<file path="src/rtl/ring_output_vc_arbiter.sv">
// ---------------------------------------------------------------------------
// ring_output_vc_arbiter
//
// Controller for one output channel of the bidirectional-ring router. Two
// input buffers compete for this output. The block keeps one output register
// per virtual channel (even/odd). Each cycle the router polarity bit picks
// the "internal" VC. Requests for that VC are arbitrated round-robin and
// captured into its register. In the same cycle, the register of the other
// ("external") VC is offered to the downstream link under a send/ready
// handshake.
//
// Ports
//   clk       : system clock, rising edge
//   reset     : asynchronous active-low reset
//   polarity  : router phase bit (internal VC = polarity, external = ~polarity)
//   req0/1    : requester k has a packet for this output
//   data0/1   : requester k packet (bit 63 VC, bit 62 direction, 55:48 hop)
//   gnt0/1    : requester k packet is captured at this rising edge
//   so        : send strobe to downstream
//   ro        : downstream ready
//   dout      : packet to downstream (zero when nothing is held)
//   vc_full   : per-VC register valid bits (bit 0 even, bit 1 odd)
// ---------------------------------------------------------------------------
module ring_output_vc_arbiter #(
    parameter int PACKET_SIZE = 64
) (
    input  logic                   clk,
    input  logic                   reset,
    input  logic                   polarity,
    input  logic                   req0,
    input  logic [PACKET_SIZE-1:0] data0,
    output logic                   gnt0,
    input  logic                   req1,
    input  logic [PACKET_SIZE-1:0] data1,
    output logic                   gnt1,
    output logic                   so,
    input  logic                   ro,
    output logic [PACKET_SIZE-1:0] dout,
    output logic [1:0]             vc_full
);

    localparam int VC_BIT = PACKET_SIZE - 1;
    localparam int HOP_HI = 55;
    localparam int HOP_LO = 48;

    logic [1:0]             r_valid;
    logic [1:0]             r_rr_last;   // per VC: index of last granted requester
    logic [PACKET_SIZE-1:0] r_buf0;
    logic [PACKET_SIZE-1:0] r_buf1;

    logic                   w_iv;
    logic                   w_ev;
    logic                   w_elig0;
    logic                   w_elig1;
    logic                   w_gnt0;
    logic                   w_gnt1;
    logic                   w_any_gnt;
    logic [PACKET_SIZE-1:0] w_sel;
    logic [PACKET_SIZE-1:0] w_cap;
    logic                   w_send;

    assign w_iv = polarity;
    assign w_ev = ~polarity;

    // A request tagged for the external VC simply waits for its phase.
    // A full internal register blocks all grants (no same-cycle bypass).
    assign w_elig0 = req0 && (data0[VC_BIT] == w_iv) && !r_valid[w_iv];
    assign w_elig1 = req1 && (data1[VC_BIT] == w_iv) && !r_valid[w_iv];

    // On contention the requester that was not granted last on this VC wins.
    // Gated by reset so no grant is visible while the block is held in reset.
    assign w_gnt0 = reset && w_elig0 && (!w_elig1 || r_rr_last[w_iv]);
    assign w_gnt1 = reset && w_elig1 && (!w_elig0 || !r_rr_last[w_iv]);
    assign w_any_gnt = w_gnt0 || w_gnt1;

    assign gnt0 = w_gnt0;
    assign gnt1 = w_gnt1;

    assign w_sel = w_gnt1 ? data1 : data0;

    // Hop field is halved on the way through; everything else passes as is.
    always_comb begin
        w_cap                 = w_sel;
        w_cap[HOP_HI:HOP_LO]  = {1'b0, w_sel[HOP_HI:HOP_LO+1]};
    end

    assign w_send = r_valid[w_ev] && ro;
    assign so     = w_send;

    always_comb begin
        dout = '0;
        if (r_valid[w_ev]) begin
            dout = w_ev ? r_buf1 : r_buf0;
        end
    end

    assign vc_full = r_valid;

    // Grant on iv and send on ev always touch different VCs, so both
    // updates can land in the same edge without interfering.
    always_ff @(posedge clk or negedge reset) begin
        if (!reset) begin
            r_valid   <= 2'b00;
            r_rr_last <= 2'b11;
            r_buf0    <= '0;
            r_buf1    <= '0;
        end else begin
            if (w_any_gnt) begin
                r_valid[w_iv]   <= 1'b1;
                r_rr_last[w_iv] <= w_gnt1;
                if (w_iv) begin
                    r_buf1 <= w_cap;
                end else begin
                    r_buf0 <= w_cap;
                end
            end
            if (w_send) begin
                r_valid[w_ev] <= 1'b0;
            end
        end
    end

endmodule

</file>
<file path="config.mk">
export PLATFORM = sky130hd
export DESIGN_NAME = ring_output_vc_arbiter
export DESIGN_NICKNAME = d
export VERILOG_FILES = /design/src/rtl/ring_output_vc_arbiter.sv
export SDC_FILE = /design/constraint.sdc
export NUM_CORES = 1
export LEC_CHECK = 0
export ABC_AREA = 1
export CAP_MARGIN = 25
export CORE_ASPECT_RATIO = 2
export CORE_MARGIN = 5
export CORE_UTILIZATION = 44
export DETAILED_ROUTE_END_ITERATION = 7
export PLACE_DENSITY_LB_ADDON = 0.3
export RECOVER_POWER = 100
export REMOVE_ABC_BUFFERS = 1
export SYNTH_ARGS = -nofsm -noshare
export SYNTH_HDL_FRONTEND = slang
export SYNTH_SLANG_ARGS = --single-unit
</file>
<file path="constraint.sdc">
create_clock -name clk -period 1.4 [get_ports clk]
set_input_delay 0.14 -clock clk [delete_from_list [all_inputs] [get_ports clk]]
set_output_delay 0.14 -clock clk [all_outputs]
set_load 0.03 [all_outputs]
</file>
==> metrics.csv, run 1 <==
metric,value,unit
status,finished with violations,
violations,setup timing,
drt-met1-wl,12100,um
cts-htree-levels,4,
relSlewSlack,0.434,
start_util,0.444,
clk_latency,0.42,ns
clkPwrFrac,0.186,
cts_sinks,130,
maxCapViolations,0,
wl_met3,3820,um
antenna_found_initial,0,
cts_buffers,17,
drt_drc_violations_left,0,
powerDensity,1740,nW/um2
synth_top_area_cell,dfrtp_1,
fmax,493,MHz
synthCells,1119,
crit_path_max_fanout,3,
crit_path_top_delay_cell,dfrtp_1,
gp_congestion,0.804,
rsz0062_at_grt,yes,
drt_iter0_drc,831,
path_cells,buf_4 > nand2_1 > nand3_2 > nor2_4 > nand2_2 > nand2_4 > buf_12 > clkinv_4 > buf_6,
hold_viol,0,
power_frac_seq,0.294,
core.rowCount,66,
grt_pass1_vias,9090,
min_period,2.03,ns
ys_types,22,
switching_share,0.436,
synth_area,7150,um2
period_share,1.45,
cts_tree,built,
vias,9466,
routedWlPerCell,24.3,um
ys_seq_elements,130,
critPathBufInv,4,
core,16100,um2
yosys.area.top_type_share,0.448,
n_fill_cell,718,
die_w,100,um
ys_warn_count,0,
crit_type,flip-flop to primary output,
grt_pass1_wl,47700,um
dpl-instance-area,9470,um2
critPathArrivalTime,1.89,ns
dp_hpwl,14300,um
viasPerCell,5.91,
routed_wirelength,38900,um
avgSynthCellArea,6.39,um2
die_h,190,um
power_switching,10500,uW
finalMaxSlewViolations,0,
crit_required,1.26,ns
root_buffer,clkbuf_16,
overflow,0,
nets,1520,
die_area,19100,um2
finalSetupViolCount,196,
syn_to_final_growth,92.8,%
finClkSkew,0.00918,ns
drt_pass1_iterations,6,
path_delay_family,simple AND/OR/NAND/NOR gates,
clk_pin_slew_worst_paths,0.06,ns
fin_tns_setup,-99.20,ns
yosys-top-cells-area,"dfrtp_1 45%, nand2_1 40%, nand3_1 4.4%, inv_1 3.8%, buf_2 2.0%",
worst_setup_path_start_kind,flip-flop,
critPathCaptureType,primary output,
hold_class,primary input to flip-flop,
ioPinCount,203,
diodes,0,
vdd_ir_drop_max,1.06,mV
slowest_delay,0.40,ns
clockBufferDepth,2,
power.internal,13500,uW
p_leak,0.00730,uW
comb_power_share,0.519,
yosysSeqAreaShare,0.455,
grt_max_degree,103,
met2_length,19400,um
worstMarginPinSlew,0.849,ns
dr.max_layer_used,met4,
fin_ws,-0.630,ns
io_buffers,199,
grt_usage,0.323,
stdcell_area,13800,um2
drive_gt1_frac,0.479,
ant_nets,0,
what timing repair did:
item	in CTS	in global routing
setup buffers	44	10
hold endpoints to repair	128	0
hold buffers	1	0
resized for setup	355	456
cloned	29	6
pin swaps	91	126
endpoints found under the setup margin	197	198
Yosys cell counts, drive strengths merged:
| master | n |
|---|---|
| nor2 | 7 |
| nand2 | 768 |
| nand4 | 1 |
| o21ai | 4 |
| inv | 74 |
| clkbuf | 27 |
| buf | 40 |
| dfstp | 2 |
| dfrtp | 128 |
| and2 | 1 |
| a22oi | 2 |
| conb | 1 |
| nand3 | 64 |
routing by layer:
| metal | global-route usage | vias to the layer above |
|---|---|---|
| met5 | 0 | - |
| met4 | 0.182 | 0 |
| met3 | 0.0835 | 294 |
| met2 | 0.556 | 805 |
| met1 | 0.355 | 4489 |
| li1 | - | 3878 |
worst paths after layout:
check | slack (ns) | cells past startpoint | to | startpoint
worst max-delay path | -0.63 | 9 | gnt1 | vc_full[1]
worst min-delay path | 0.18 | 2 | vc_full[0] | polarity
worst max register to register | -0.60 | 12 | r_buf0[2] | vc_full[1]
worst min register to register | 0.48 | 2 | r_buf1[6] | r_buf1[6]
max in group asynchronous | 0.01 | 3 | r_buf0[20] | reset
min in group asynchronous | 0.72 | 3 | r_buf1[62] | reset
kinds of logic (layout without fill, tap and decap cells):
kind of cell,after synthesis,in the layout,synth area share
compound gates,6,6,0.00490
buf+inv,141,421,0.0836
flops,130,130,0.455
other cells,1,1,0.000524
simple gates,841,841,0.456
state kept, by name, summed over array words and instances (netlist names):
signal	flops
vc_full	2
r_buf0	63
r_buf1	63
r_rr_last	2
metrics by stage:
stage          setup slack [ns]  total power (uW)  utilization  hold WS, ns  cells
6_report                 -0.630             24000        0.856        0.182   1603
5_1_grt                  -0.693             24900        0.856        0.174   1603
3_3_place_gp             -0.441             13600        0.588        0.214   1496
3_5_place_dp             -0.455             13800        0.588        0.223   1496
2_1_floorplan             -2.45             10900            -       -0.156   1052
4_1_cts                  -0.467             20600        0.766        0.109   1600
cells in the final DEF (no fill, tap or decap), types with 9 or more instances in the layout:
cell / Yosys / routed
buf_16: 0 / 22
nand2_2: 1 / 142
inv_2: 2 / 65
nand3_4: 0 / 9
nand2_4: 0 / 174
dfrtp_1: 128 / 128
clkbuf_16: 0 / 23
nand2_1: 767 / 452
clkdlybuf4s50_1: 0 / 129
buf_4: 7 / 33
buf_12: 0 / 34
nand3_2: 1 / 48
buf_6: 1 / 76
worst register-to-register path, delay by kind of cell, from the launching register on:
family / cells / cell delay [ns]
simple gates: 8 / 0.88
buf+inv: 4 / 0.65
flops: 1 / 0.40
final cells by class:
class,count,area [um2],area share
multi-input combinational,848,5350,0.388
timing repair buffer,315,4050,0.293
sequential,130,3260,0.236
clock buffer,18,429,0.0311
inverter,74,298,0.0216
tap,204,255,0.0185
clock inverter,14,154,0.0112
power by group through the flow:
| stage | clock network [uW] | registers (uW) | logic [uW] |
|---|---|---|---|
| after CTS | 4390 | 6660 | 9510 |
| after global routing | 4630 | 7150 | 13100 |
| final | 4480 | 7070 | 12500 |
| after floorplan | 0 | 6490 | 4360 |
| after detailed placement | 0 | 6690 | 7130 |
| after global placement | 0 | 6600 | 6960 |
(Power assumes the default switching activity.)
==> run 2, diff against run 1 <==
--- a/config.mk
+++ b/config.mk
@@ -9,11 +9,13 @@
 export CAP_MARGIN = 25
 export CORE_ASPECT_RATIO = 2
 export CORE_MARGIN = 5
-export CORE_UTILIZATION = 44
+export CORE_UTILIZATION = 46
 export DETAILED_ROUTE_END_ITERATION = 7
+export DONT_BUFFER_PORTS = 1
 export PLACE_DENSITY_LB_ADDON = 0.3
 export RECOVER_POWER = 100
 export REMOVE_ABC_BUFFERS = 1
+export SKIP_LAST_GASP = 1
 export SYNTH_ARGS = -nofsm -noshare
 export SYNTH_HDL_FRONTEND = slang
 export SYNTH_SLANG_ARGS = --single-unit
==> run 2 against run 1 <==
Against the previous run:
- the flow finishes with violations (hold timing, setup timing)
- largest power group unchanged
- utilization down 8.5 points
- worst setup slack better by 0.055 ns
- combinational power down 24%
- maximum frequency up 2.8%
- global-route usage down 0.43 points
- sequential power down 3.4%
- wire length down 13%
- register-to-register slack better by 0.06 ns
==> metrics.csv, run 2 (synthesis results as in run 1) <==
metric,value,unit,change
die_h,186,um,-2.1%
worst_setup_path_start_kind,flip-flop,,
crit_type,flip-flop to primary output,,
syn_to_final_growth,64.9,%,
fin_ws,-0.575,ns,+0.0549 ns
core.rowCount,64,,-3.0%
core,15300,um2,-5.0%
dp_hpwl,12900,um,-10%
p_leak,0.00630,uW,-14%
clk_pin_slew_worst_paths,0.06,ns,about the same
crit_path_top_delay_cell,dfrtp_1,,
cts-htree-levels,4,,unchanged
maxCapViolations,0,,unchanged
cts_buffers,17,,unchanged
crit_top_cell,inv_2,,
nets,1421,,-6.5%
crit_required,1.26,ns,about the same
finClkSkew,0.0100,ns,+0.000834 ns
routed_wirelength,33700,um,-13%
dp.cells,1287,,-14%
die_w,98.2,um,-2.0%
cts_tree,built,,
vias,8640,,-8.7%
antenna_found_initial,2,,+2
viasPerCell,5.76,,-2.4%
grt_usage,0.319,,-0.00432
gp_congestion,0.775,,-3.6%
violations,"hold timing, setup timing",,
fmax,506,MHz,+2.8%
grt_max_degree,134,,+30%
layout_commonest_cell,nand2_1,,
cts_sinks,130,,unchanged
crit_path_max_fanout,17,,+14
rsz0062_at_grt,yes,,
whs,-0.591,ns,-0.773 ns
routedWlPerCell,22.5,um,-7.4%
critPathBufInv,5,,+1
root_buffer,clkbuf_16,,
path_delay_family,buffers and inverters,,
powerDensity,1820,nW/um2,+4.6%
clk_latency,0.43,ns,about the same
slowest_delay,0.37,ns,-0.03 ns
final_cells,1499,,-6.5%
dpl-instance-area,7530,um2,-21%
drt_iter0_drc,859,,+3.4%
layout_common_cells,"636 x nand2_1, 128 x dfrtp_1, 118 x dlygate4sd3_1",,
drt_pass1_iterations,6,,unchanged
final_util,0.771,,-0.0854
ant_nets,0,,unchanged
grt_pass1_wl,45500,um,-4.5%
start_util,0.468,,+0.0235
clockBufferDepth,2,,unchanged
drive_gt1_frac,0.264,,-0.215
overflow,0,,unchanged
period_share,1.41,,-0.0392
finalMaxSlewViolations,0,,unchanged
reg_top3,"r_buf0 (63), r_buf1 (63)",,
drt_drc_violations_left,0,,unchanged
die_area,18300,um2,-4.0%
grt_pass1_vias,8362,,-8.0%
hold_class,primary input to async pin,,
path_cells,inv_2 > buf_6 > o21ai_4 > buf_12 > buf_16 > nand2_1 > inv_2,,
place_ws,-0.262,ns,+0.192 ns
ioPinCount,203,,unchanged
io_buffers,0,,-100%
stdcell_area,11800,um2,-14%
status,finished with violations,,
critPathCaptureType,primary output,,
vdd_ir_drop_max,1.06,mV,+0.25%
critPathArrivalTime,1.84,ns,-0.05 ns
hold_viol,130,,+130
finalSetupViolCount,196,,unchanged
min_period,1.98,ns,-0.0549 ns
## run 2: cell count changes in the layout (fill, tap and decap cells not counted), sizes merged, moves of 4 or more
cell / change
inv: -4
buf: -83
dlygate4sd3: +117
clkbuf: -4
bufinv: +4
clkdlybuf4s50: -129
## run 2: layout make-up
cell class / count / area, um2
Clock buffer: 20 / 457
Clock inverter: 12 / 228
Multi-Input combinational cell: 848 / 4190
Antenna cell: 1 / 2.50
Tap cell: 198 / 248
Fill cell: 970 / 3500
Inverter: 74 / 479
Sequential cell: 130 / 3260
Timing Repair Buffer: 216 / 2930
## run 2: worst register-to-register path: stages (launching register included)
cell	delay, ns
dfrtp_1	0.40
inv_2	0.07
buf_4	0.10
nand2_2	0.05
nand2_2	0.07
nand3_2	0.11
nor2_4	0.16
nand2_4	0.09
buf_12	0.16
buf_12	0.15
buf_16	0.16
nand2_2	0.09
nand2_2	0.07
nand2_1	0.08
nand2_1	0.06
## run 2: final timing paths
path | start | endpoint | slack [ns] | depth (start not counted)
min in group clk | data1[12] | r_buf1[12] | 0.01 | 4
worst max-delay path | vc_full[1] | dout[1] | -0.58 | 7
max in group asynchronous | reset | r_rr_last[0] | 1.64 | 0
worst min-delay path | reset | r_buf0[4] | -0.59 | 0
worst max register to register | vc_full[1] | r_buf0[54] | -0.54 | 14
worst min register to register | r_buf1[9] | r_buf1[9] | 0.48 | 2
## run 2: power by group
part	switching, uW	internal, uW
sequential	1170	5660
combinational	5910	3530
clock	1780	3450
## run 2: metrics by stage
step	TNS, ns	power, uW
2_1_floorplan	-413.79	10900
3_3_place_gp	-18.50	12300
3_5_place_dp	-23.97	12500
4_1_cts	-78.18	19600
5_1_grt	-98.01	22400
6_report	-83.14	21500
## run 2: what timing repair did
action,4_1_cts,5_1_grt
setup buffers,27,13
hold buffers,117,1
resized for setup,210,240
setup endpoints to repair,195,196
hold endpoints to repair,254,132
gates cloned,28,4
pin swaps,26,45
## run 2: per-layer routing
layer / routed length [um] / part of all wire / global-route usage
met3: 3450 / 0.10 / 0.0635
met4: 2400 / 0.071 / 0.187
met2: 17100 / 0.51 / 0.550
met1: 10700 / 0.32 / 0.361
met5: 13 / 0.00039 / 0
==> run 3, diff against run 2 <==
--- a/config.mk
+++ b/config.mk
@@ -5,11 +5,10 @@
 export SDC_FILE = /design/constraint.sdc
 export NUM_CORES = 1
 export LEC_CHECK = 0
-export ABC_AREA = 1
 export CAP_MARGIN = 25
 export CORE_ASPECT_RATIO = 2
 export CORE_MARGIN = 5
-export CORE_UTILIZATION = 46
+export CORE_UTILIZATION = 55
 export DETAILED_ROUTE_END_ITERATION = 7
 export DONT_BUFFER_PORTS = 1
 export PLACE_DENSITY_LB_ADDON = 0.3
==> run 3 against run 2 <==
Against the previous run:
- the flow now stops in global routing (5_1_grt)
- synthesized cell count decreased by 33%
- synthesized area shrank 3.6%
==> metrics.csv, run 3 <==
metric,value,unit,change
status,aborted with a tool error,,
haltStage,global routing (5_1_grt),,
stop_error,"[ERROR DPL-0038] Utilization greater than 100%, impossible to legalize",,
ys_async_sr_fraction,1.00,,unchanged
cts_buffers,17,,unchanged
ys.flop_type,dfrtp_1,,
synth_top_area_cell,dfrtp_1,,
die_h,168,um,-9.7%
avgSynthCellArea,9.15,um2,+43%
die_w,89.2,um,-9.2%
yosysSeqAreaShare,0.472,,+0.0172
synth-edff-count,0,,unchanged
synthCells,753,,-33%
worst-ep-kind,primary output,,
grt_max_degree,198,,
clockBufferDepth,2,,unchanged
ys_seq_elements,130,,unchanged
dpl-instance-area,7840,um2,+4.1%
synth_most_common_cell,dfrtp_1,,
cts-htree-levels,4,,unchanged
cts_sinks,130,,unchanged
yosys-top-cells-area,"dfrtp_1 46%, a31oi_1 11%, mux2i_1 9.4%, nor3_1 9.0%, nand4_1 5.6%",,
start_util,0.555,,+0.0877
core.rowCount,58,,-9.4%
dp_hpwl,14000,um,+8.1%
synth_common_cells,"128 x dfrtp_1, 124 x a31oi_1, 124 x nor3_1, 66 x nor2_1, 65 x mux2i_1",,
grt-worst-endpoint,gnt1,,
place_ws,-0.675,ns,-0.413 ns
ys_types,31,,+41%
ys_warn_count,0,,unchanged
io_buffers,0,,unchanged
gp_congestion,0.787,,+1.5%
root_buffer,clkbuf_16,,
ioPinCount,203,,unchanged
yosys.area.top_type_share,0.465,,+0.0169
synth_area,6890,um2,-3.6%
run 3: logic make-up after synthesis:
| kind of cell | after synthesis | share of synthesized area |
|---|---|---|
| muxes | 65 | 0.0944 |
| and+or+nand+nor | 268 | 0.198 |
| AOI/OAI and AO/OA | 196 | 0.169 |
| buffers and inverters | 93 | 0.0661 |
| other | 1 | 0.000544 |
| DFF | 130 | 0.472 |
run 3: what timing repair did:
action | 4_1_cts
endpoints found under the hold margin | 258
endpoints found under the setup margin | 196
resized for setup | 71
gates cloned | 7
buffers inserted | 15
hold buffers | 123
pin swaps | 14
run 3: metrics by stage:
step,util,instances
floorplan,-,662
global placement,0.632,931
detailed placement,0.632,931
CTS,0.818,1108
==> run 4, diff against run 3 <==
--- a/config.mk
+++ b/config.mk
@@ -6,12 +6,11 @@
 export NUM_CORES = 1
 export LEC_CHECK = 0
 export CAP_MARGIN = 25
-export CORE_ASPECT_RATIO = 2
 export CORE_MARGIN = 5
-export CORE_UTILIZATION = 55
+export CORE_UTILIZATION = 40
 export DETAILED_ROUTE_END_ITERATION = 7
 export DONT_BUFFER_PORTS = 1
-export PLACE_DENSITY_LB_ADDON = 0.3
+export PLACE_DENSITY_LB_ADDON = 0.15
 export RECOVER_POWER = 100
 export REMOVE_ABC_BUFFERS = 1
 export SKIP_LAST_GASP = 1
==> constraint.sdc (replaced) <==
create_clock -name clk -period 1.8 [get_ports clk]
set_input_delay 0.18 -clock clk [delete_from_list [all_inputs] [get_ports clk]]
set_output_delay 0.18 -clock clk [all_outputs]
set_load 0.03 [all_outputs]
==> run 4 against run 3 <==
Against the previous run:
- the flow now finishes, with violations (hold timing, setup timing)
- synthesized area unchanged
- synthesized cell count unchanged
==> metrics.csv, run 4 <==
metric,value,unit,change
cts_sinks,130,,unchanged
power_switching,5010,uW,
start_util,0.403,,-0.153
overflow,0,,
relSlewSlack,0.487,,
grt_max_degree,198,,
ioPinCount,203,,unchanged
clkPwrFrac,0.240,,
clockBufferDepth,2,,unchanged
cts_tree,built,,
clk_latency,0.43,ns,
rsz0062_at_grt,yes,,
ys.flop_type,dfrtp_1,,
crit_type,flip-flop to flip-flop,,
nets,1122,,
worstMarginPinSlew,0.748,ns,
min_period,2.33,ns,
synth-edff-count,0,,unchanged
synth-simple-area-share,0.198,,unchanged
finClkSkew,0.00765,ns,
critPathArrivalTime,2.61,ns,
dp_hpwl,14600,um,+4.7%
drt_iter0_drc,723,,
drive_gt1_frac,0.424,,
ys_async_sr_fraction,1.00,,unchanged
power_frac_seq,0.347,,
crit_required,2.08,ns,
gp_congestion,0.792,,+0.65%
synth_most_common_cell,dfrtp_1,,
final_util,0.772,,
grt_usage,0.331,,
powerDensity,1030,nW/um2,
ant_nets,0,,
clk_pin_slew_worst_paths,0.06,ns,
layout_commonest_cell,dfrtp_1,,
routedWlPerCell,29.4,um,
layout_common_cells,"128 x dfrtp_1, 119 x dlygate4sd3_1, 100 x a31oi_1",,
finalSetupViolCount,196,,
status,finished with violations,,
drt_drc_violations_left,0,,
fmax,429,MHz,
drt_pass1_iterations,5,,
die_w,141,um,+58%
hold_viol,132,,
die_area,20000,um2,
ys_warn_count,0,,unchanged
routed_wirelength,36000,um,
core.rowCount,48,,-17%
critPathCaptureType,flip-flop,,
die_h,141,um,-16%
reg_top3,"r_buf0 (63), r_buf1 (63)",,
power.internal,8660,uW,
hold_class,primary input to async pin,,
cts_buffers,17,,unchanged
yosys-top-cells-area,"dfrtp_1 46%, a31oi_1 11%, mux2i_1 9.4%, nor3_1 9.0%, nand4_1 5.6%",,
maxCapViolations,0,,
syn_to_final_growth,91.7,%,
root_buffer,clkbuf_16,,
period_share,1.29,,
switching_share,0.366,,
grt_pass1_wl,50200,um,
final_cells,1224,,
comb_power_share,0.413,,
whs,-0.545,ns,
yosys-mux-area-fraction,0.0944,,unchanged
grt_pass1_vias,8449,,
synth_compound_area_frac,0.169,,unchanged
cts-htree-levels,4,,unchanged
yosys.area.top_type_share,0.465,,unchanged
worst_setup_path_start_kind,flip-flop,,
fin_ws,-0.531,ns,
ys_seq_elements,130,,unchanged
p_leak,0.00503,uW,
synth_top_area_cell,dfrtp_1,,
synth_top_family_by_area,simple AND/OR/NAND/NOR gates,,
io_buffers,0,,unchanged
core,17100,um2,
synthCells,753,,unchanged
place_ws,-0.315,ns,+0.360 ns
synth_common_cells,"128 x dfrtp_1, 124 x a31oi_1, 124 x nor3_1, 66 x nor2_1, 65 x mux2i_1",,
vias,8290,,
synth_area,6890,um2,unchanged
dp.cells,971,,+4.3%
synthXorXnorAreaFrac,0,,unchanged
viasPerCell,6.77,,
synthAdderAreaFrac,0,,unchanged
ys_types,31,,unchanged
vdd_ir_drop_max,0.724,mV,
antenna_found_initial,2,,
yosysSeqAreaShare,0.472,,unchanged
crit_path_max_fanout,18,,
violations,"hold timing, setup timing",,
avgSynthCellArea,9.15,um2,unchanged
finalMaxSlewViolations,0,,
run 4: cell counts after synthesis:
Identical to the previous run, type by type.
run 4: critical path, stage by stage (launching register included):
cell,delay [ns]
dfrtp_1,0.43
or4b_4,0.61
a21bo_4,0.25
buf_12,0.13
buf_4,0.24
o21ai_0,0.35
a31oi_1,0.17
run 4: cells by family (layout without fill, tap and decap cells):
| family | count (synthesis) | count (layout) |
|---|---|---|
| buffers and inverters | 93 | 338 |
| flip-flops | 130 | 130 |
| AND/OR/NAND/NOR | 268 | 268 |
| multiplexers | 65 | 65 |
| other | 1 | 2 |
| AO/OA/AOI/OAI | 196 | 196 |
run 4: power by group through the flow:
| stage | combinational, uW | clock, uW | sequential, uW |
|---|---|---|---|
| after floorplan | 2230 | 0 | 4270 |
| final | 5650 | 3280 | 4740 |
| after global routing | 5920 | 3400 | 4810 |
| after global placement | 2960 | 0 | 4320 |
| after CTS | 4740 | 3240 | 4430 |
| after detailed placement | 3030 | 0 | 4380 |
run 4: path summary, 6_finish.rpt:
path	start	endpoint	slack [ns]	depth (start not counted)
max	vc_full[0]	r_buf1[27]	-0.53	6
min reg2reg	r_buf1[63]	r_buf1[63]	0.49	1
min	reset	r_buf0[42]	-0.55	0
max in group asynchronous	reset	r_rr_last[1]	2.05	0
max reg2reg	vc_full[0]	r_buf1[27]	-0.53	6
min in group clk	data0[38]	r_buf1[38]	-0.02	2
run 4: layout make-up:
class	instances	area, um2
antenna	1	2.50
clock buffer	23	478
clock inverter	6	57.6
fill	965	3900
inverter	2	7.51
multi-input combinational	530	5000
sequential	130	3260
tap	225	282
timing repair buffer	307	4130
run 4: through the flow:
stage / total power (uW) / instance area, um2 / TNS [ns] / hold WS (ns)
CTS: 12400 / 12300 / -43.09 / -0.554
detailed placement: 7410 / 7570 / -30.26 / -0.111
global placement: 7280 / 7570 / -27.08 / -0.109
finish: 13700 / 13200 / -65.37 / -0.545
global route: 14100 / 13200 / -69.27 / -0.558
floorplan: 6500 / 6440 / -588.93 / -0.116
run 4: per-layer routing:
| layer | global-route usage | up-vias | wire [um] |
|---|---|---|---|
| met5 | 0 | - | 14 |
| met3 | 0.0917 | 164 | 3840 |
| met2 | 0.551 | 643 | 17500 |
| met4 | 0.161 | 2 | 2050 |
| li1 | - | 3375 | - |
| met1 | 0.395 | 4106 | 12600 |
run 4: repair_timing:
action / 4_1_cts / 5_1_grt
setup endpoints to repair: 196 / 196
hold endpoints to repair: 257 / 145
pin swaps: 74 / 95
buffers inserted: 64 / 19
resized for setup: 368 / 185
hold buffers: 118 / 1
cloned: 39 / 3
